**src/rtl/t48_bus_mux_sync_if.sv**
```systemverilog
// Bus bundle for t48_bus_mux_sync: per-source data/drive flags in, registered bus value and status out.
interface t48_bus_mux_sync_if #(
    parameter int WIDTH = 8,
    parameter int NSRC  = 9
);
    logic                   en_clk_i;
    logic                   mode_i;
    logic [NSRC*WIDTH-1:0]  src_data_i;
    logic [NSRC-1:0]        src_drive_i;
    logic                   clr_err_i;
    logic [WIDTH-1:0]       data_o;
    logic                   valid_o;
    logic                   contention_o;
    logic [7:0]             err_cnt_o;

    modport master (
        output en_clk_i, mode_i, src_data_i, src_drive_i, clr_err_i,
        input  data_o, valid_o, contention_o, err_cnt_o
    );

    modport slave (
        input  en_clk_i, mode_i, src_data_i, src_drive_i, clr_err_i,
        output data_o, valid_o, contention_o, err_cnt_o
    );
endinterface

```
**src/rtl/t48_bus_mux_sync.sv**
```systemverilog
// Multi-source bus combiner (wired-AND or lowest-index priority select) with keeper and contention counter.
// Latency: one enabled clock, all outputs registered. Backpressure: none; en_clk_i freezes every register.
module t48_bus_mux_sync #(
    parameter int WIDTH   = 8,
    parameter int NSRC    = 9,
    parameter bit HOLD_EN = 1'b1
) (
    input  logic                 clk_i,
    input  logic                 res_i,
    t48_bus_mux_sync_if.slave    bus
);
    logic [WIDTH-1:0] data_q,  data_d;
    logic             valid_q, valid_d;
    logic             cont_q,  cont_d;
    logic [7:0]       cnt_q,   cnt_d;

    logic [WIDTH-1:0] and_dat;
    logic [WIDTH-1:0] sel_dat;
    logic             any_drv;
    logic             multi_drv;

    // Single pass over sources: AND of drivers, first driver found, and driver-count flags.
    always_comb begin
        and_dat   = '1;
        sel_dat   = '1;
        any_drv   = 1'b0;
        multi_drv = 1'b0;
        for (int k = 0; k < NSRC; k++) begin
            if (bus.src_drive_i[k]) begin
                and_dat = and_dat & bus.src_data_i[k*WIDTH +: WIDTH];
                if (!any_drv) begin
                    sel_dat = bus.src_data_i[k*WIDTH +: WIDTH];
                end else begin
                    multi_drv = 1'b1;
                end
                any_drv = 1'b1;
            end
        end
    end

    always_comb begin
        data_d  = data_q;
        valid_d = any_drv;
        cont_d  = bus.mode_i & multi_drv;
        cnt_d   = cnt_q;

        if (!any_drv) begin
            data_d = HOLD_EN ? data_q : '1;
        end else if (bus.mode_i) begin
            data_d = sel_dat;
        end else begin
            data_d = and_dat;
        end

        // Clear takes precedence over a same-edge contention increment.
        if (bus.clr_err_i) begin
            cnt_d = 8'd0;
        end else if (cont_d && (cnt_q != 8'hFF)) begin
            cnt_d = cnt_q + 8'd1;
        end
    end

    always_ff @(posedge clk_i or negedge res_i) begin
        if (!res_i) begin
            data_q  <= '1;
            valid_q <= 1'b0;
            cont_q  <= 1'b0;
            cnt_q   <= 8'd0;
        end else if (bus.en_clk_i) begin
            data_q  <= data_d;
            valid_q <= valid_d;
            cont_q  <= cont_d;
            cnt_q   <= cnt_d;
        end
    end

    assign bus.data_o       = data_q;
    assign bus.valid_o      = valid_q;
    assign bus.contention_o = cont_q;
    assign bus.err_cnt_o    = cnt_q;
endmodule

```
**src/flat_wrapper.sv**
```systemverilog
// flat-port wrapper written by rule: the top's interface ports become plain ports
module t48_bus_mux_sync_flat 
#(
    parameter int WIDTH   = 8,
    parameter int NSRC    = 9,
    parameter bit HOLD_EN = 1'b1
)
  (clk_i, res_i, bus_en_clk_i, bus_mode_i, bus_src_data_i, bus_src_drive_i, bus_clr_err_i, bus_data_o, bus_valid_o, bus_contention_o, bus_err_cnt_o);
  t48_bus_mux_sync_if #(.WIDTH(WIDTH), .NSRC(NSRC)) bus_i ();
  input  logic clk_i;
  input  logic res_i;
  input wire logic [$bits(bus_i.en_clk_i)-1:0] bus_en_clk_i;
  input wire logic [$bits(bus_i.mode_i)-1:0] bus_mode_i;
  input wire logic [$bits(bus_i.src_data_i)-1:0] bus_src_data_i;
  input wire logic [$bits(bus_i.src_drive_i)-1:0] bus_src_drive_i;
  input wire logic [$bits(bus_i.clr_err_i)-1:0] bus_clr_err_i;
  output wire logic [$bits(bus_i.data_o)-1:0] bus_data_o;
  output wire logic [$bits(bus_i.valid_o)-1:0] bus_valid_o;
  output wire logic [$bits(bus_i.contention_o)-1:0] bus_contention_o;
  output wire logic [$bits(bus_i.err_cnt_o)-1:0] bus_err_cnt_o;
  assign bus_i.en_clk_i = bus_en_clk_i;
  assign bus_i.mode_i = bus_mode_i;
  assign bus_i.src_data_i = bus_src_data_i;
  assign bus_i.src_drive_i = bus_src_drive_i;
  assign bus_i.clr_err_i = bus_clr_err_i;
  assign bus_data_o = bus_i.data_o;
  assign bus_valid_o = bus_i.valid_o;
  assign bus_contention_o = bus_i.contention_o;
  assign bus_err_cnt_o = bus_i.err_cnt_o;
  t48_bus_mux_sync #(.WIDTH(WIDTH), .NSRC(NSRC), .HOLD_EN(HOLD_EN)) u_core (.clk_i(clk_i), .res_i(res_i), .bus(bus_i));
endmodule
```
**config.mk**
```make
export PLATFORM = sky130hd
export DESIGN_NAME = t48_bus_mux_sync_flat
export DESIGN_NICKNAME = d
export VERILOG_FILES = /design/src/rtl/t48_bus_mux_sync_if.sv /design/src/rtl/t48_bus_mux_sync.sv /design/src/flat_wrapper.sv
export SDC_FILE = /design/constraint.sdc
export NUM_CORES = 1
export LEC_CHECK = 0
export CAP_MARGIN = 20
export CORE_MARGIN = 3
export CORE_UTILIZATION = 40
export CTS_BUF_LIST = sky130_fd_sc_hd__clkbuf_16
export CTS_CLUSTER_SIZE = 20
export DETAILED_ROUTE_END_ITERATION = 10
export HOLD_SLACK_MARGIN = 0.03
export PLACE_DENSITY = 0.8
export RECOVER_POWER = 50
export SYNTH_ARGS = -nofsm -noshare
export SYNTH_HDL_FRONTEND = slang
export SYNTH_SLANG_ARGS = --single-unit
```
**constraint.sdc**
```tcl
create_clock -name clk_i -period 2.04 [get_ports clk_i]
set_input_delay 0.306 -clock clk_i [delete_from_list [all_inputs] [get_ports clk_i]]
set_output_delay 0.306 -clock clk_i [all_outputs]
set_load 0.005 [all_outputs]
```
Yosys cells after proc, flatten, opt, wreduce, memory -nomap -nowiden:

Index checks and enable logic that the tools add are counted.

* register bits after elaboration: 18
* input port bits: 86
* output and inout bits: 18

* add/subtract/negate cells: 1
* equal/unequal tests: 1
* muxes and demuxes: 53
* bitwise logic cells: 9
* reductions and logical operators: 4

Operators with widths (count)
* 8-bit two-way mux: 28
* 8-bit bitwise AND: 8
* 1-bit two-way mux: 25
* 8-bit by 1-bit adder with 8-bit output (second input constant): 1
* 8-bit inequality test (second input constant): 1
* 2-bit AND reduction: 2
* 2-bit nonzero test: 1
* 1-bit bitwise AND: 1
* 1-bit logical AND: 1

Longest topological paths before layout:

* depth in word-level cells: 21
* mapped depth: 7
* depth with buffers taken out: 5

Least setup slack after synthesis:

OpenSTA, ideal clock, no wires.

* path type: input -> register
* start: input port bus_src_drive_i[0]
* end: register u_core.data_q[3] (netlist: u_core.bus.data_o[3])
* setup time: 61 ps
* data arrival time: 1689 ps
* slack: 290 ps
* stages: 5
* path through: or4_4 -> or3_4 -> a211o_1 -> o311ai_0 -> o22a_1

* word-level cells in the longest chain between the ends: 18

RTL lines
* from (decl): RTL line flat_wrapper.sv:15 `input wire logic [$bits(bus_i.src_drive_i)-1:0] bus_src_drive_i;`
* 8-bit two-way mux or 1-bit two-way mux (tied branches): RTL line t48_bus_mux_sync.sv:29 `if (bus.src_drive_i[k]) begin`
* 8-bit bitwise AND or 8-bit two-way mux (tied branches): RTL line t48_bus_mux_sync.sv:30, t48_bus_mux_sync.sv:31
* 8-bit two-way mux: RTL line t48_bus_mux_sync.sv:29
* 8-bit bitwise AND or 8-bit two-way mux (tied branches): RTL line t48_bus_mux_sync.sv:30, t48_bus_mux_sync.sv:31
* 8-bit two-way mux: RTL line t48_bus_mux_sync.sv:29
* 8-bit bitwise AND or 8-bit two-way mux (tied branches): RTL line t48_bus_mux_sync.sv:30, t48_bus_mux_sync.sv:31
* 8-bit two-way mux: RTL line t48_bus_mux_sync.sv:29
* 8-bit bitwise AND or 8-bit two-way mux (tied branches): RTL line t48_bus_mux_sync.sv:30, t48_bus_mux_sync.sv:31
* (+2 left out)
* 8-bit two-way mux: RTL line t48_bus_mux_sync.sv:29
* 8-bit bitwise AND or 8-bit two-way mux (tied branches): RTL line t48_bus_mux_sync.sv:30, t48_bus_mux_sync.sv:31
* 8-bit two-way mux: RTL line t48_bus_mux_sync.sv:29
* 8-bit bitwise AND or 8-bit two-way mux (tied branches): RTL line t48_bus_mux_sync.sv:30, t48_bus_mux_sync.sv:31
* 8-bit two-way mux: RTL line t48_bus_mux_sync.sv:29
* 8-bit bitwise AND or 8-bit two-way mux (tied branches): RTL line t48_bus_mux_sync.sv:30, t48_bus_mux_sync.sv:31
* 8-bit two-way mux: RTL line t48_bus_mux_sync.sv:29
* 8-bit two-way mux: RTL line t48_bus_mux_sync.sv:49 `end else if (bus.mode_i) begin`
* to (signal assigned): RTL line t48_bus_mux_sync.sv:70 `data_q <= data_d;`
* to (decl): RTL line t48_bus_mux_sync.sv:12 `logic [WIDTH-1:0] data_q, data_d;`

Parallel ways exist; a longest one is shown, timed or not.
A chain may end at the register's enable or synchronous reset.

Final worst setup path:

* start: input port bus_src_drive_i[8]
* end: register u_core.cnt_q[2] (netlist: u_core.bus.err_cnt_o[2])

* word-level cells in the longest chain between the ends: 5

RTL lines
* 1-bit two-way mux: RTL line t48_bus_mux_sync.sv:29
* 1-bit bitwise AND: RTL line t48_bus_mux_sync.sv:44 `cont_d = bus.mode_i & multi_drv;`
* 1-bit logical AND: RTL line t48_bus_mux_sync.sv:58 `end else if (cont_d && (cnt_q != 8'hFF)) begin`
* 2-bit nonzero test (no source line)
* 2-bit AND reduction (no source line)
* to (signal assigned): RTL line t48_bus_mux_sync.sv:73 `cnt_q <= cnt_d;`
* to (decl): RTL line t48_bus_mux_sync.sv:15 `logic [7:0] cnt_q, cnt_d;`

Every way passes these cells.

==> impl_metrics.csv <==
group,metric,value,unit
die,chipHeight,78.0,um
logic_synthesis,ys_ff_latch,18,
critical_path,setup.worst_path.start,"bus_src_drive_i[8]",
worst_hold_path,hold_class,"reg -> reg",
clock_tree,cts-htree-levels,1,
sta,slew_viol_final,0,
logic_synthesis,syn_nets,361,
critical_path,crit_type,"in -> reg",
drt,num_vias,2910,
global_routing,grt_usage,29.5,%
global_routing,grt_pass1_wl,14.4,mm
placement,gp_congestion,0.992,
sta,setup_slack,0.0719,ns
critical_path,reg2regPathDepth,6,
placement,dpl_worst_slack,-0.403,ns
global_routing,grt_max_degree,23,
pwr,vdd_drop_max,0.283,mV
pwr,p_total,1.46,mW
clock_tree,numCtsBuffers,3,
critical_path,required,2.17,ns
logic_synthesis,syn_area_per_cell,7.56,um2
layout,final_core_util,73.7,%
clock_tree,cts.sink_count,18,
drt,via_per_inst,6.15,
layout,fin_nets,494,
worst_hold_path,worstHoldStart,"u_core.bus.data_o[1]$_DFFE_PN1P_",
pwr,swShare,30.1,%
sta,finClkSkew,0.00173,ns
run,drv_cap,0,
clock_tree,cts_tree,"yes",
global_routing,overflow,0,
clock_tree,cts_hold_buf,0,
layout,n_antenna_cell,0,
drt,wirelength,9.00,mm
layout,fill_cells,385,
global_routing,antenna_found_initial,0,
logic_synthesis,yosysWarnings,0,
logic_synthesis,syn_area,2070,um2
pwr,p_comb_share,42.7,%
critical_path,crit_fanout,6,
drt,drt_iter0_drc,182,
critical_path,crit_path_end_kind,"flip-flop",
drt,drc_errors,0,
die,io_pins,104,
layout,drive_gt1_share,16.5,%
critical_path,cp_slowest_stage_delay,0.60,ns
sta,fin_crit_sh,96.5,%
die,die_area,6080,um2
clock_tree,clk_latency,0.25,ns
die,core_area,4850,um2
logic_synthesis,seq_area_frac_synth,22.2,%
layout,syn2layout_area_growth,72.5,%
run_status,status,"finished clean",
critical_path,cp.arrival,2.09,ns
critical_path,slowest_stage,"clkdlybuf4s50_1",
worst_hold_path,min_to,"u_core.bus.data_o[1]$_DFFE_PN1P_",
logic_synthesis,dominantRegCellSynth,"dfrtp_1",
logic_synthesis,synth_edf_count,0,
sta,setup_tns,0,ns
die,start_util,42.7,%
layout,layout_common_cells,"clkdlybuf4s50_1, buf_4, inv_1",
pwr,pwr-share-clk,27.5,%
sta,period_needed,1.97,ns
layout,final_common_cell,"clkdlybuf4s50_1",
clock_tree,clock-root-buffer,"clkbuf_16",
critical_path,rrSetupSlack,0.24,ns
sta,worst_slew_pin_slew,1.06,ns
sta,setup_viol,0,
die,fp-row-count,25,
drt,final_antenna_net_count,0,
sta,hold_viol_final,0,
drt,drt-wirelength-per-cell,19.0,um
logic_synthesis,synthCells,274,
worst_hold_path,holdPathStages,2,
pwr,seq_power_share,29.9,%
pwr,internal_power,1.02,mW
critical_path,r2r-end,"u_core.bus.err_cnt_o[3]$_DFFE_PN0P_",
critical_path,crit_chain,"clkdlybuf4s50_1 > buf_4 > or3_1 > o31ai_4 > o21a_2 > or4_1 > o311ai_0",
sta,fmax,0.508,GHz
critical_path,startpoint_type,"primary input",
die,die_x,78.0,um
sta,hold_ws,0.499,ns
pwr,p_leak,1.42,nW
drt,dr.pass1.iters,7,
clock_tree,clk_pin_slew_worst_paths,0.05,ns
placement,port_buffers,103,
global_routing,grt_pass1_vias,2891,
placement,dp_hpwl,6.99,mm
pwr,netSwitchingPower,0.440,mW
logic_synthesis,netlist-cell-type-count,51,
sta,relSlewSlack,29.5,%
critical_path,worstReg2RegStart,"u_core.bus.err_cnt_o[0]$_DFFE_PN0P_",
logic_synthesis,synth-async-reset-ratio,100,%
pwr,p_per_area,409,nW/um2
clock_tree,clk_path_buf_depth,2,
[sequential cells by signal, indices dropped and copies added, names as in the netlist]
signal	count
u_core.bus.data_o	8
u_core.bus.valid_o	1
u_core.bus.err_cnt_o	8
u_core.bus.contention_o	1
[worst max-delay path, delay by kind of cell]
| family | cells | cell delay, ns |
|---|---|---|
| buf+inv | 2 | 0.79 |
| simple gates | 2 | 0.61 |
| compound gates | 3 | 0.38 |
[stage by stage]
| step | instance area, um2 | cells |
|---|---|---|
| floorplan | 2070 | 274 |
| global placement | 3420 | 467 |
| CTS | 3550 | 472 |
| global route | 3570 | 473 |
| detailed placement | 3420 | 467 |
| finish | 3570 | 473 |
[area by class of cell]
class	instances	area, um2	share of cell area [%]
clock buffer	3	75.1	2.10
inverter	20	75.1	2.10
sequential	18	460	12.9
clock inverter	1	3.75	0.105
tap	67	83.8	2.35
multi-input combinational	218	1530	42.8
timing repair buffer	146	1350	37.7
[cells in the mapped netlist, drive strengths merged, types with 4 or more instances]
| master | count | area (um2) |
|---|---|---|
| a2111oi | 4 | 35.0 |
| a211o | 5 | 43.8 |
| a21oi | 15 | 75.1 |
| a221oi | 7 | 67.6 |
| a31oi | 6 | 37.5 |
| buf | 4 | 22.5 |
| clkbuf | 15 | 56.3 |
| dfrtp | 10 | 250 |
| dfstp | 8 | 210 |
| inv | 20 | 75.1 |
| mux2i | 8 | 80.1 |
| nand2 | 11 | 41.3 |
| nand2b | 17 | 106 |
| nand3 | 5 | 25.0 |
| nor2 | 18 | 67.6 |
| nor2b | 19 | 119 |
| nor3 | 7 | 35.0 |
| nor3b | 5 | 37.5 |
| o2111ai | 8 | 70.1 |
| o21ai | 10 | 50.0 |
| o22a | 8 | 70.1 |
| o22ai | 9 | 56.3 |
| o311ai | 6 | 52.6 |
| o31ai | 9 | 67.6 |
| or3 | 4 | 30.0 |
| or4 | 6 | 48.8 |
[worst max path at each step]
stage	end	depth (start not counted)	slack, ns
after floorplan	u_core.bus.data_o[3]$_DFFE_PN1P_	5	0.29
after global placement	u_core.bus.err_cnt_o[2]$_DFFE_PN0P_	6	-0.33
after detailed placement	u_core.bus.err_cnt_o[2]$_DFFE_PN0P_	6	-0.40
after CTS	u_core.bus.data_o[0]$_DFFE_PN1P_	7	0.04
after global routing	u_core.bus.err_cnt_o[2]$_DFFE_PN0P_	7	-0.02
final	u_core.bus.err_cnt_o[2]$_DFFE_PN0P_	7	0.07
[power groups by stage]
stage               registers (mW)  logic [mW]  clock network [mW]
finish                       0.437       0.624               0.402
global route                 0.441       0.673               0.426
CTS                          0.436       0.613               0.410
detailed placement           0.442       0.601                   0
global placement             0.438       0.591                   0
floorplan                    0.439       0.224                   0
[layer usage]
metal	up-vias	global-route usage (%)	share of wire, %
met3	32	4.52	8.5
met5	-	0	0
met4	0	14.0	3.8
met2	196	51.5	50
li1	1332	-	-
met1	1350	35.3	37
[logic make-up (layout without fill, tap and decap cells)]
group | after synthesis | count (layout) | synth area share, %
compound gates | 105 | 106 | 37.5
simple gates | 102 | 102 | 27.9
buf+inv | 39 | 170 | 7.43
flops | 18 | 18 | 22.2
mux | 8 | 8 | 3.86
fa+ha+maj | 2 | 2 | 1.09
[repair_timing]
action	CTS	global route
setup endpoints to repair	9	6
cloned	1	0
buffers inserted	0	1
gates resized for setup	12	9
pin swaps	6	3
No activity file was read; power rests on OpenSTA's default activity.
